===== src/rtl/dec_seq.sv =====
// ADC/SBC sequencer driving a combinational ALU: one pass for binary mode,
// and a second correction pass for decimal (BCD) mode.
module dec_seq (
    input  logic       clk,
    input  logic       rst_n,
    input  logic       start,
    input  logic       sbc,
    input  logic       dec,
    input  logic [7:0] a_in,
    input  logic [7:0] m_in,
    input  logic       c_in,
    input  logic       abort,
    output logic [7:0] alu_ai,
    output logic [7:0] alu_mi,
    output logic       alu_ci,
    output logic       alu_mem_bi,
    output logic       alu_inv_bi,
    output logic [2:0] alu_op,
    input  logic [7:0] alu_out,
    input  logic       alu_c,
    input  logic       alu_v,
    input  logic       alu_hc,
    input  logic       alu_dhc,
    input  logic       alu_dc,
    output logic       busy,
    output logic       done,
    output logic [7:0] result,
    output logic       c_out,
    output logic       n_out,
    output logic       v_out,
    output logic       z_out
);

    localparam logic [2:0] ALU_AI  = 3'd0;
    localparam logic [2:0] ALU_ADC = 3'd1;

    typedef enum logic [1:0] {IDLE, BIN, ADJ} state_t;

    state_t     state_q;
    logic       sbc_q, dec_q, c_q;
    logic [7:0] a_q, m_q, s_q;
    logic       cb_q, vb_q, hcb_q, dhcb_q, dcb_q;
    logic       busy_q, done_q;
    logic [7:0] result_q;
    logic       c_out_q, n_out_q, v_out_q, z_out_q;
    logic [7:0] adj_k;
    logic       adj_c;

    // Decimal correction constant; SBC uses the two's complement of 06/60/66.
    function automatic logic [7:0] corr_k(input logic is_sbc, input logic hc,
                                          input logic dhc, input logic c,
                                          input logic dc);
        logic       lo, hi;
        logic [7:0] k;
        if (is_sbc) begin
            lo = ~hc;
            hi = ~c;
            case ({hi, lo})
                2'b00:   k = 8'h00;
                2'b01:   k = 8'hFA;
                2'b10:   k = 8'hA0;
                default: k = 8'h9A;
            endcase
        end else begin
            lo = hc | dhc;
            hi = c | dc;
            k  = {1'b0, hi, hi, 1'b0, 1'b0, lo, lo, 1'b0};
        end
        return k;
    endfunction

    function automatic logic corr_c(input logic is_sbc, input logic c, input logic dc);
        return is_sbc ? c : (c | dc);
    endfunction

    assign adj_k = corr_k(sbc_q, hcb_q, dhcb_q, cb_q, dcb_q);
    assign adj_c = corr_c(sbc_q, cb_q, dcb_q);

    always_comb begin
        alu_op     = ALU_AI;
        alu_ai     = 8'h00;
        alu_mi     = 8'h00;
        alu_ci     = 1'b0;
        alu_mem_bi = 1'b0;
        alu_inv_bi = 1'b0;
        case (state_q)
            BIN: begin
                alu_op     = ALU_ADC;
                alu_ai     = a_q;
                alu_mi     = m_q;
                alu_ci     = c_q;
                alu_mem_bi = 1'b1;
                alu_inv_bi = sbc_q;
            end
            ADJ: begin
                alu_op     = ALU_ADC;
                alu_ai     = s_q;
                alu_mi     = adj_k;
                alu_mem_bi = 1'b1;
            end
            default: ;
        endcase
    end

    always_ff @(posedge clk or negedge rst_n) begin
        if (!rst_n) begin
            state_q  <= IDLE;
            sbc_q    <= 1'b0;
            dec_q    <= 1'b0;
            c_q      <= 1'b0;
            a_q      <= 8'h00;
            m_q      <= 8'h00;
            s_q      <= 8'h00;
            cb_q     <= 1'b0;
            vb_q     <= 1'b0;
            hcb_q    <= 1'b0;
            dhcb_q   <= 1'b0;
            dcb_q    <= 1'b0;
            busy_q   <= 1'b0;
            done_q   <= 1'b0;
            result_q <= 8'h00;
            c_out_q  <= 1'b0;
            n_out_q  <= 1'b0;
            v_out_q  <= 1'b0;
            z_out_q  <= 1'b0;
        end else begin
            done_q <= 1'b0;
            if (abort) begin
                state_q <= IDLE;
                busy_q  <= 1'b0;
            end else begin
                case (state_q)
                    IDLE: if (start) begin
                        sbc_q   <= sbc;
                        dec_q   <= dec;
                        a_q     <= a_in;
                        m_q     <= m_in;
                        c_q     <= c_in;
                        busy_q  <= 1'b1;
                        state_q <= BIN;
                    end
                    BIN: begin
                        s_q    <= alu_out;
                        cb_q   <= alu_c;
                        vb_q   <= alu_v;
                        hcb_q  <= alu_hc;
                        dhcb_q <= alu_dhc;
                        dcb_q  <= alu_dc;
                        if (dec_q) begin
                            state_q <= ADJ;
                        end else begin
                            state_q  <= IDLE;
                            busy_q   <= 1'b0;
                            done_q   <= 1'b1;
                            result_q <= alu_out;
                            c_out_q  <= alu_c;
                            v_out_q  <= alu_v;
                            n_out_q  <= alu_out[7];
                            z_out_q  <= (alu_out == 8'h00);
                        end
                    end
                    ADJ: begin
                        // The carry of this pass is meaningless; the decimal carry was fixed in BIN.
                        state_q  <= IDLE;
                        busy_q   <= 1'b0;
                        done_q   <= 1'b1;
                        result_q <= alu_out;
                        c_out_q  <= adj_c;
                        v_out_q  <= vb_q;
                        n_out_q  <= alu_out[7];
                        z_out_q  <= (alu_out == 8'h00);
                    end
                    default: begin
                        state_q <= IDLE;
                        busy_q  <= 1'b0;
                    end
                endcase
            end
        end
    end

    assign busy   = busy_q;
    assign done   = done_q;
    assign result = result_q;
    assign c_out  = c_out_q;
    assign n_out  = n_out_q;
    assign v_out  = v_out_q;
    assign z_out  = z_out_q;

endmodule


===== config.mk =====
export PLATFORM = sky130hd
export DESIGN_NAME = dec_seq
export DESIGN_NICKNAME = d
export VERILOG_FILES = /design/src/rtl/dec_seq.sv
export SDC_FILE = /design/constraint.sdc
export NUM_CORES = 1
export LEC_CHECK = 0
export ABC_AREA = 1
export BUFFER_PORTS_ARGS = -buffer_cell sky130_fd_sc_hd__buf_2
export CORE_ASPECT_RATIO = 0.6
export CORE_MARGIN = 5
export CORE_UTILIZATION = 51
export DETAILED_ROUTE_END_ITERATION = 7
export PLACE_DENSITY = 0.83
export SYNTH_ARGS = -nofsm -noshare
export SYNTH_HDL_FRONTEND = slang
export SYNTH_SLANG_ARGS = --single-unit

===== constraint.sdc =====
create_clock -name clk -period 1.7 [get_ports clk]
set_input_delay 0.255 -clock clk [delete_from_list [all_inputs] [get_ports clk]]
set_output_delay 0.255 -clock clk [all_outputs]
set_load 0.05 [all_outputs]

Yosys cells after proc, flatten, opt, wreduce, memory -nomap -nowiden
Index checks and enable logic that the tools add are counted.
- eq/ne operators: 7
- multiplexer cells: 30
- bitwise operators: 5
- reductions and logical operators: 9
- operator list (cell ; count):
    one-hot mux 8 bit (2 select lines) ; 3
    one-hot mux 8 bit (3 select lines) ; 1
    2-to-1 mux 8 bit ; 2
    2-to-1 mux 1 bit ; 14
    one-hot mux 1 bit (2 select lines) ; 6
    logical NOT 8 bit ; 1
    2-to-1 mux 2 bit ; 3
    != test 3 bit (second input constant) ; 2
    AND reduction 3 bit ; 2
    == test 2 x 1 -> 1 bit (second input constant) ; 2
    == test 2 bit (second input constant) ; 2
    logical NOT 2 bit ; 2
    one-hot mux 2 bit (2 select lines) ; 1
    AND reduction 2 bit ; 2
    inverter 1 bit ; 3
    != test 2 bit (second input constant) ; 1
    OR 1 bit ; 2
    nonzero test 2 bit ; 1
    OR reduction 2 bit ; 1
- flip-flop bits (word level): 48
- input bits: 36
- output and inout port bits: 36

Depth between registers and ports, before layout
Gate-level depths: netlist (run 1).
- depth in word-level cells: 5
- gate-level depth with buffers: 8
- depth with buffers taken out: 8

Least setup slack after synthesis (run 1)
Ideal clock, no wire load.
- path type: register to output
- from: reg state_q[0]
- to: out alu_mi[5]
- data arrival time: 2571 ps
- setup slack: -1126 ps
- cell stages (with the launch flop): 8
- buffers on the path: 1
- cell sequence: dfrtp_1 -> inv_1 -> ha_1 -> buf_2 -> nand2_1 -> clkinv_1 -> nand2_1 -> o21ai_0
- longest elaborated chain between the ends: 2
- elaborated cells on any way between the ends: 3
- those cells by class: eq/ne: 2; mux: 1
- RTL lines (what ; line ; source):
    start, declared ; 39 ; state_t state_q;
    start signal, assigned ; 107 ; state_q <= IDLE;
    start signal, assigned ; 129 ; state_q <= IDLE;
    start signal, assigned ; 140 ; state_q <= BIN;
    == test 2 bit / == test 2 x 1 -> 1 bit (equally long branches) ; 86 ; case (state_q)
    one-hot mux 8 bit (2 select lines) * ; 86 ;
    end, declared ; 14 ; output logic [7:0] alu_mi,
Mark *: on every way between the ends. The rest lies on a longest branch, timed or not.

Final worst setup path (run 1)
- from: reg state_q[1]
- to: out alu_mi[5]
The elaborated chain is that of the path after synthesis.

==> impl_metrics.tcl, run 1 <==
set metrics [dict create \
    ys_ff_latch 47 \
    syn2layout_area_growth_pct 41.4 \
    crit_buf_inv 3 \
    hold_end "c_q$_DFFE_PN0P_" \
    ys_seq_area_share_pct 50.9 \
    p_sw_mw 2.19 \
    r2r-start "state_q[0]$_DFFE_PN0P_" \
    finalCriticalPeriod_ns 1.95 \
    power_mw 4.99 \
    worstHoldPathCells 3 \
    max_stage_delay_ns 0.42 \
    layout_commonest_cell "nand2_1" \
    ctsHtreeMaxLevel 2 \
    cts_tree "yes" \
    max_freq_mhz 514 \
    vdd_drop_max_mv 0.697 \
    routed_via_density 5.15 \
    power_frac_comb_pct 45.2 \
    pre_cts_slack_ns 0.0164 \
    io_pins 72 \
    outcome "finished with violations" \
    grt_usage_pct 22.1 \
    dp.cells 431 \
    hp-start "c_in" \
    grt_pass1_wl_um 10900 \
    fp.dieH_um 62.1 \
    setup_viol 18 \
    core_sq_um 4230 \
    fp-row-count 18 \
    root_buffer "clkbuf_8" \
    num_vias 2290 \
    wire_per_inst_um 15.2 \
    hold_viol_final 0 \
    layout.cells.non_filler 445 \
    fin_skew_ns 0.00748 \
    synth_area_sq_um 2310 \
    crit_arrival_ns 1.69 \
    globalRouteMet1Util_pct 31.1 \
    clockBufferDepth 2 \
    ff2ff_setup_slack_ns 0.02 \
    grt_overflow 0 \
    crit_chain "inv_2 > ha_4 > buf_4 > nand3_1 > o21ai_4 > buf_8" \
    power_density_nw_per_um2 1530 \
    gp_congestion 0.913 \
    yosys_warnings 0 \
    period_share_pct 114 \
    maxCapViolations 0 \
    met3_usage_pct 6.02 \
    syn_avg_cell_area_sq_um 7.67 \
    totalWireLength_um 6750 \
    grt_util_met2_pct 34.5 \
    worstSkewPairLatency_ns 0.30 \
    hold_class "input pin to flip-flop" \
    drt_first_pass_iters 5 \
    drive_above_1_share_pct 35.8 \
    drc 0 \
    cp_slowest_cell "dfrtp_1" \
    p_leak_nw 1.77 \
    cts.clk_slew.worst_paths_ns 0.09 \
    grt_pass1_vias 2232 \
    start_kind "flip-flop" \
    diodes 0 \
    synth_cell_types 21 \
    required_ns 1.44 \
    violations "negative setup slack" \
    fin_nets 427 \
    top_usage_layer "met2" \
    setup_tns_ns -3.61 \
    mostFrequentLayoutCells "140 x nand2_1, 49 x buf_2, 47 x dfrtp_1, 19 x nand2_2, 17 x buf_4" \
    cts_buffers 5 \
    die-area_sq_um 6020 \
    clockPowerShare_pct 19.4 \
    drv_slew 0 \
    drt_iter0_drc 192 \
    r2r_cells 8 \
    setup_ws_ns -0.246 \
    rsz0062_at_grt "yes" \
    reg2reg_to "busy$_DFFE_PN0P_" \
    postSynthCellCount 301 \
    grt_max_degree 32 \
    p_int_mw 2.80 \
    netSwitchingFraction_pct 43.8 \
    numPortBuffers 69 \
    path_delay_family "buffers and inverters" \
    cts_sinks 47 \
    dp_hpwl_um 4590 \
    p_seq_share_pct 35.4 \
    path_class "flip-flop to primary output" \
    final_antenna_net_count 0 \
    die-width_um 96.9 \
    end_kind "primary output" \
    start_util_pct 54.5 \
    antenna_found_initial 0 \
    worst-path-max-fanout 7 \
]
## cells in the mapped netlist
master / count / area share [%]
a211oi_1: 1 / 0.33
a21oi_1: 2 / 0.43
a21oi_2: 1 / 0.38
buf_2: 5 / 1.1
buf_4: 8 / 2.6
buf_6: 2 / 0.98
clkinv_1: 1 / 0.16
conb_1: 1 / 0.16
dfrtp_1: 47 / 51
ha_1: 7 / 3.8
inv_1: 19 / 3.1
inv_2: 2 / 0.33
nand2_1: 158 / 26
nand3_1: 17 / 3.7
nand3_2: 1 / 0.43
nor2_1: 12 / 2.0
nor3_1: 1 / 0.22
o21ai_0: 13 / 2.8
o21ai_1: 1 / 0.22
o21ai_2: 1 / 0.38
o31ai_1: 1 / 0.33
## metal layers
layer,vias to the layer above,wire (um)
li1,1079,-
met1,1073,2890
met2,131,3110
met3,7,704
met4,0,57
met5,-,0
## worst max-delay path by stage
| stage | startpoint | to | slack (ns) | cells past startpoint |
|---|---|---|---|---|
| 4_1_cts | state_q[1]$_DFFE_PN0P_ | alu_ai[4] | -0.18 | 8 |
| 6_report | state_q[1]$_DFFE_PN0P_ | alu_mi[5] | -0.25 | 6 |
| 3_3_place_gp | state_q[0]$_DFFE_PN0P_ | alu_mi[1] | 0.04 | 9 |
| 2_1_floorplan | state_q[0]$_DFFE_PN0P_ | alu_mi[7] | -0.11 | 5 |
| 5_1_grt | state_q[1]$_DFFE_PN0P_ | alu_mi[7] | -0.32 | 6 |
| 3_5_place_dp | state_q[0]$_DFFE_PN0P_ | alu_mi[1] | 0.02 | 9 |
## repair_timing
item	in CTS	in global routing
buffers inserted	3	1
endpoints found under the setup margin	18	31
hold buffers	1	0
gates cloned	0	1
resized for setup	42	27
pin swaps	0	5
hold endpoints to repair	16	0
## cells by family (layout without fill, tap and decap cells)
logic type | Yosys count | in the layout | synth area share [%]
fa+ha+maj | 7 | 7 | 3.79
other cells | 1 | 2 | 0.162
flops | 47 | 47 | 50.9
simple gates | 189 | 190 | 32.0
compound gates | 20 | 20 | 4.88
buf+inv | 37 | 119 | 8.24
## state kept, by name, summed over array words and instances, names as in the netlist
name,count
a_q,8
busy,1
c_out,1
c_q,1
cb_q,1
dcb_q,1
dec_q,1
dhcb_q,1
done,1
hcb_q,1
m_q,8
result,8
s_q,8
sbc_q,1
state_q,2
v_out,1
vb_q,1
z_out,1
## power groups by stage
stage                     clock network [mW]  registers, mW  logic [mW]
after floorplan                            0           2.15        1.10
after global placement                     0           1.74        1.98
after detailed placement                   0           1.76        2.02
after CTS                              0.970           1.75        2.14
after global routing                    1.01           1.81        2.42
final                                  0.966           1.77        2.25
## tightest hold or removal path, stage by stage
cell and delay (ns):
buf_2 0.07, nand2_1 0.04, nand2_1 0.04
## layout make-up
class / instances / area (sq um)
clock inverters: 2 / 60.1
inverters: 22 / 92.6
flip-flops and latches: 47 / 1180
well taps: 60 / 75.1
multi-input cells: 219 / 1090
fillers: 303 / 971
repair buffers: 89 / 694
clock buffers: 6 / 72.6
## per-stage QoR
step	area (sq um)	util, %	hold WS [ns]
final	3260	77.1	0.141
after global routing	3260	77.1	0.141
after global placement	2880	67.9	0.213
after detailed placement	2880	67.9	0.213
after floorplan	2420	-	-0.0406
after CTS	3170	74.8	0.137
(Power assumes the default switching activity.)
==> run 2, diff against run 1 <==
ABC_AREA = not set   (was 1)
CORE_UTILIZATION = 48   (was 51)
PLACE_DENSITY = 0.79   (was 0.83)
==> run 2 against run 1 <==
  * The run still ends with negative setup slack left
  * Non-clock buffer count up 14
  * Fmax rose by 1.8%
  * Flip-flop and latch count unchanged
  * Global-route usage is 2.5 points lower
  * Design area is 5.4% higher
  * Cell count is 23% lower
  * Clock power is 32% lower
  * Critical path depth stayed put
  * Synthesized cell count fell by 39%
  * First-iteration DRC count shrank 36%
  * Utilization is 1.7 points lower
  * Highest routed layer unchanged
==> impl_metrics.tcl, run 2 <==
set metrics [dict create \
    finalCriticalPeriod_ns 1.91 \
    hold_class "input pin to asynchronous set/reset pin" \
    outcome "finished with violations" \
    drc 0 \
    antenna_found_initial 0 \
    synth_edf_count 0 \
    fin_skew_ns 0.00232 \
    setup_viol 30 \
    io_pins 72 \
    totalWireLength_um 6450 \
    fp.dieH_um 63.3 \
    ys_seq_area_share_pct 51.8 \
    pre_cts_slack_ns -0.104 \
    cts_buffers 5 \
    num-fill-cells 291 \
    drt_iter0_drc 123 \
    layout.cells.non_filler 344 \
    synth_top_cell_by_area "dfrtp_1" \
    diodes 0 \
    fp-row-count 19 \
    postSynthCellCount 183 \
    max_freq_mhz 523 \
    crit_buf_inv 3 \
    clockBufferDepth 2 \
    cts.clk_slew.worst_paths_ns 0.08 \
    crit_chain "inv_2 > ha_1 > o211ai_1 > buf_4 > a31oi_4 > buf_6" \
    required_ns 1.44 \
    ctsHtreeMaxLevel 2 \
    die-width_um 98.8 \
    die-area_sq_um 6250 \
    power_density_nw_per_um2 1420 \
    num_vias 1791 \
    ys_ff_latch 47 \
    core_sq_um 4560 \
    cts_tree "yes" \
    grt_usage_pct 19.7 \
    violations "negative setup slack" \
    grt_overflow 0 \
    grt_pass1_wl_um 9670 \
    synth_ff_type "dfrtp_1" \
    final_antenna_net_count 0 \
    max_stage_delay_ns 0.43 \
    p_leak_nw 1.57 \
    period_share_pct 112 \
    syn_avg_cell_area_sq_um 12.4 \
    gp_congestion 0.768 \
    wire_per_inst_um 18.8 \
    layout_commonest_cell "buf_2" \
    crit_arrival_ns 1.66 \
    hold_viol_final 0 \
    synth.most_common_cell "dfrtp_1" \
    rsz0062_at_grt "yes" \
    routed_via_density 5.21 \
    maxSlewHeadroom_pct 58.9 \
    fin_area_sq_um 3440 \
    worstMarginPinSlew_ns 0.617 \
    grt_pass1_vias 1947 \
    worst-path-max-fanout 4 \
    maxCapViolations 0 \
    syn2layout_area_growth_pct 51.6 \
    drive_above_1_share_pct 67.3 \
    hold_buffers 0 \
    synth-async-reset-ratio_pct 100 \
    numPortBuffers 69 \
    synth.top_cell.area_share_pct 51.8 \
    synth_area_leaders "dfrtp_1 52%, mux2_2 15%, mux2_4 6.6%" \
    root_buffer "clkbuf_8" \
    yosys-top-cells-count "47 x dfrtp_1, 31 x mux2_2, 12 x nor2_1, 10 x mux2_4, 9 x nand2_1" \
    cts_sinks 47 \
    end_kind "primary output" \
    yosys_warnings 0 \
    grt_max_degree 48 \
    cp_slowest_cell "dfrtp_1" \
    path_delay_family "buffers and inverters" \
    synth_cell_types 30 \
    drv_slew 0 \
    dp_hpwl_um 3880 \
    placed_area_sq_um 2870 \
    fin_nets 323 \
    dp.cells 317 \
    setup_ws_ns -0.212 \
    start_util_pct 49.7 \
    path_class "flip-flop to primary output" \
    start_kind "flip-flop" \
    mostFrequentLayoutCells "49 x buf_2, 47 x dfrtp_1, 31 x mux2_2, 27 x buf_6, 16 x buf_4" \
    worstSkewPairLatency_ns 0.30 \
    synth_area_sq_um 2270 \
    drt_first_pass_iters 4 \
    vdd_drop_max_mv 1.15 \
]
## run 2: cell count changes in the layout (fill, tap and decap cells not counted), moves of 9 or more
cell     delta
nand2_1   -131
mux2_2     +31
nand2_2    -19
buf_6      +18
nand3_1    -13
mux2_4     +10
inv_1       -9
o21ai_0     -9
## run 2: worst paths after layout
path	from	endpoint	slack, ns	cells after the start
setup / recovery	cb_q$_DFFE_PN0P_	alu_mi[1]	-0.21	6
hold / removal	rst_n	result[4]$_DFFE_PN0P_	0.05	2
setup reg to reg	state_q[0]$_DFFE_PN0P_	a_q[6]$_DFFE_PN0P_	-0.04	7
hold reg to reg	result[3]$_DFFE_PN0P_	result[3]$_DFFE_PN0P_	0.51	1
max in group asynchronous	rst_n	m_q[5]$_DFFE_PN0P_	1.24	2
min in group clk	a_in[1]	a_q[1]$_DFFE_PN0P_	0.18	2
## run 2: layout make-up
type / count / area (sq um) / area share [%]
Clock buffer: 7 / 76.3 / 2.22
Inverter: 8 / 32.5 / 0.946
Multi-Input combinational cell: 115 / 1200 / 34.9
Tap cell: 63 / 78.8 / 2.29
Sequential cell: 47 / 1180 / 34.2
Clock inverter: 1 / 5.00 / 0.146
Timing Repair Buffer: 103 / 870 / 25.3
## run 2: cell families after synthesis
logic type	Yosys count	share of synthesized area (%)
multiplexers	44	23.3
AO/OA/AOI/OAI	26	7.12
AND/OR/NAND/NOR	36	7.61
adder cells (fa/ha/maj)	7	3.86
buffers and inverters	22	6.07
other	1	0.165
flip-flops	47	51.8
## run 2: per-stage QoR
stage / hold slack, ns / total power [mW] / util [%] / TNS (ns)
final: 0.0467 / 4.88 / 75.4 / -2.95
after CTS: 0.0625 / 4.73 / 71.2 / -2.05
after floorplan: -0.0406 / 3.32 / - / -0.870
after detailed placement: 0.384 / 3.81 / 62.8 / -0.843
after global routing: 0.0965 / 5.12 / 75.4 / -4.93
after global placement: 0.385 / 3.75 / 62.8 / -0.0895
## run 2: what timing repair did
action                     CTS  global route
resized for setup           70            27
cloned                       2             4
buffers inserted             7             6
pin swaps                   12             5
setup endpoints to repair   34            58
## run 2: layer usage
metal / GRT usage, % / part of all wire, % / wire length [um] / vias up
met4: 5.96 / 2.0 / 129 / 0
met1: 26.3 / 45 / 2890 / 872
met2: 30.0 / 46 / 2940 / 81
met3: 6.95 / 7.6 / 489 / 14
met5: 0 / 0 / 0 / -
li1: - / - / - / 824
## run 2: power by group
group | leakage, nW | internal [mW] | total, mW | switching (mW)
clock | 0.0422 | 0.289 | 0.659 | 0.370
combinational | 0.966 | 1.01 | 2.43 | 1.42
sequential | 0.561 | 1.52 | 1.80 | 0.277
## run 2: worst register-to-register path, cell delays in order (launching register included)
cell	delay, ns
dfrtp_1	0.42
inv_2	0.12
buf_4	0.12
ha_2	0.18
nand3b_1	0.14
buf_6	0.18
clkbuf_16	0.17
mux2_4	0.30
==> run 3, diff against run 2 <==
clock period = 2.38 ns   (was 1.7 ns; I/O delays follow)
==> run 3 against run 2 <==
  * The run now ends clean
  * First-iteration DRC count down 21%
  * Total power is 37% lower
  * Clock-buffer cell count is 2 lower
  * Global-route usage decreased by 2.9 points
  * Non-clock buffer count shrank 26
  * Worst setup slack improved by 0.31 ns
  * Clock power fell by 27%
  * Design area down 20%
  * Clock skew up 0.0051 ns
  * Sequential share of layout area rose by 8.5 points
  * Flip-flop and latch count stayed put
  * Largest cell class is now sequential cells
==> impl_metrics.tcl, run 3 (same netlist as run 2, synthesis figures left out) <==
set metrics [dict create \
    ff2ff_setup_slack_ns 0.57 \
    cts_tree "yes" \
    grt_overflow 0 \
    antenna_found_initial 0 \
    num_vias 1635 \
    vdd_drop_max_mv 0.738 \
    finalCriticalPeriod_ns 2.28 \
    totalWireLength_um 5100 \
    mostFrequentLayoutCells "68 x buf_2, 47 x dfrtp_1, 31 x mux2_2, 12 x nor2_1, 10 x mux2_4" \
    grt_util_met2_pct 24.0 \
    dp_hpwl_um 3860 \
    worst-path-max-fanout 9 \
    globalRouteMet1Util_pct 24.1 \
    die-area_sq_um 6250 \
    placed_area_sq_um 2640 \
    cts.clk_slew.worst_paths_ns 0.09 \
    hold_viol_final 0 \
    path_delay_family "buffers and inverters" \
    cts_sinks 47 \
    crit_buf_inv 4 \
    wire_per_inst_um 16.0 \
    p_leak_nw 1.35 \
    fp.dieH_um 63.3 \
    outcome "completed" \
    drv_slew 0 \
    syn2layout_area_growth_pct 21.5 \
    fin_nets 297 \
    worstSkewPairLatency_ns 0.30 \
    max_freq_mhz 439 \
    grt_pass1_vias 1671 \
    setup_viol 0 \
    core_sq_um 4560 \
    crit_arrival_ns 1.92 \
    final_antenna_net_count 0 \
    diodes 0 \
    required_ns 2.02 \
    grt_pass1_wl_um 8270 \
    drt_iter0_drc 97 \
    grt_max_degree 48 \
    period_share_pct 95.8 \
    start_util_pct 49.7 \
    cts_buffers 5 \
    end_kind "primary output" \
    fin_area_sq_um 2760 \
    power_density_nw_per_um2 1110 \
    crit_chain "inv_1 > ha_2 > clkinvlp_4 > buf_4 > nor2_1 > buf_2" \
    drc 0 \
    grt_usage_pct 16.7 \
    die-width_um 98.8 \
    layout_commonest_cell "buf_2" \
    routed_via_density 5.14 \
    cp_slowest_cell "ha_2" \
    post-route-util_pct 60.4 \
    met3_usage_pct 6.17 \
    root_buffer "clkbuf_8" \
    clockBufferDepth 2 \
    numPortBuffers 69 \
    drive_above_1_share_pct 51.8 \
    num-fill-cells 398 \
    hold_class "input pin to asynchronous set/reset pin" \
    drt_first_pass_iters 4 \
    maxCapViolations 0 \
    gp_congestion 0.862 \
    maxSlewHeadroom_pct 61.2 \
    top_usage_layer "met1" \
    fp-row-count 19 \
    fin_skew_ns 0.00738 \
    start_kind "flip-flop" \
    worstMarginPinSlew_ns 0.581 \
    io_pins 72 \
    ctsHtreeMaxLevel 2 \
    max_stage_delay_ns 0.42 \
    path_class "flip-flop to primary output" \
]
==> run 3: cell count changes in the layout (fill, tap and decap cells not counted), sizes merged <==
cell / previous run / this run
buf: 101 / 76
inv: 8 / 7
clkbuf: 9 / 6
clkinvlp: 0 / 3
==> run 3: worst register-to-register path: stages, from the launching register on <==
cell     delay [ns]
dfrtp_1        0.39
inv_1          0.10
ha_2           0.27
buf_4          0.19
o21ai_1        0.18
buf_4          0.23
mux2_2         0.35
==> run 3: layout make-up <==
type | count | area (sq um) | share of cell area, %
Clock buffer | 5 | 68.8 | 2.50
Clock inverter | 3 | 20.0 | 0.727
Inverter | 8 | 33.8 | 1.23
Multi-Input combinational cell | 115 | 970 | 35.2
Sequential cell | 47 | 1180 | 42.7
Tap cell | 63 | 78.8 | 2.86
Timing Repair Buffer | 77 | 408 | 14.8
==> run 3: metrics by stage <==
step / cells / hold slack [ns] / power (mW) / setup TNS (ns) / setup WS, ns
after floorplan: 184 / 0.0614 / 2.27 / -1.38 / -0.207
after global placement: 308 / 0.483 / 2.54 / 0 / 0.438
after detailed placement: 308 / 0.485 / 2.59 / 0 / 0.359
after CTS: 316 / 0.156 / 3.06 / 0 / 0.0251
after global routing: 318 / 0.184 / 3.23 / -0.000767 / -0.000767
final: 318 / 0.134 / 3.07 / 0 / 0.100
==> run 3: where the power goes <==
part / switching (mW) / internal (mW)
registers: 0.181 / 1.08
clock network: 0.276 / 0.205
logic: 0.852 / 0.469
total: 1.31 / 1.76
==> run 3: final timing paths <==
check	start	end	cells past startpoint
worst min-delay path	rst_n	v_out$_DFFE_PN0P_	2
min in group clk	alu_hc	hcb_q$_DFFE_PN0P_	3
max in group asynchronous	rst_n	result[3]$_DFFE_PN0P_	2
worst min register to register	result[4]$_DFFE_PN0P_	result[4]$_DFFE_PN0P_	1
worst max register to register	state_q[0]$_DFFE_PN0P_	result[7]$_DFFE_PN0P_	6
worst max-delay path	state_q[1]$_DFFE_PN0P_	alu_ai[1]	6
==> run 3: metal layers <==
| layer | wire length, um | share of wire (%) | vias to the layer above |
|---|---|---|---|
| li1 | - | - | 775 |
| met1 | 2490 | 49 | 793 |
| met2 | 2190 | 43 | 60 |
| met3 | 381 | 7.5 | 7 |
| met4 | 43 | 0.84 | 0 |
| met5 | 0 | 0 | - |
==> run 3: what timing repair did <==
action | 4_1_cts | 5_1_grt
gates resized for setup | 0 | 6
endpoints found under the setup margin | 0 | 14
hold buffers | 0 | 0
buffers inserted | 0 | 2
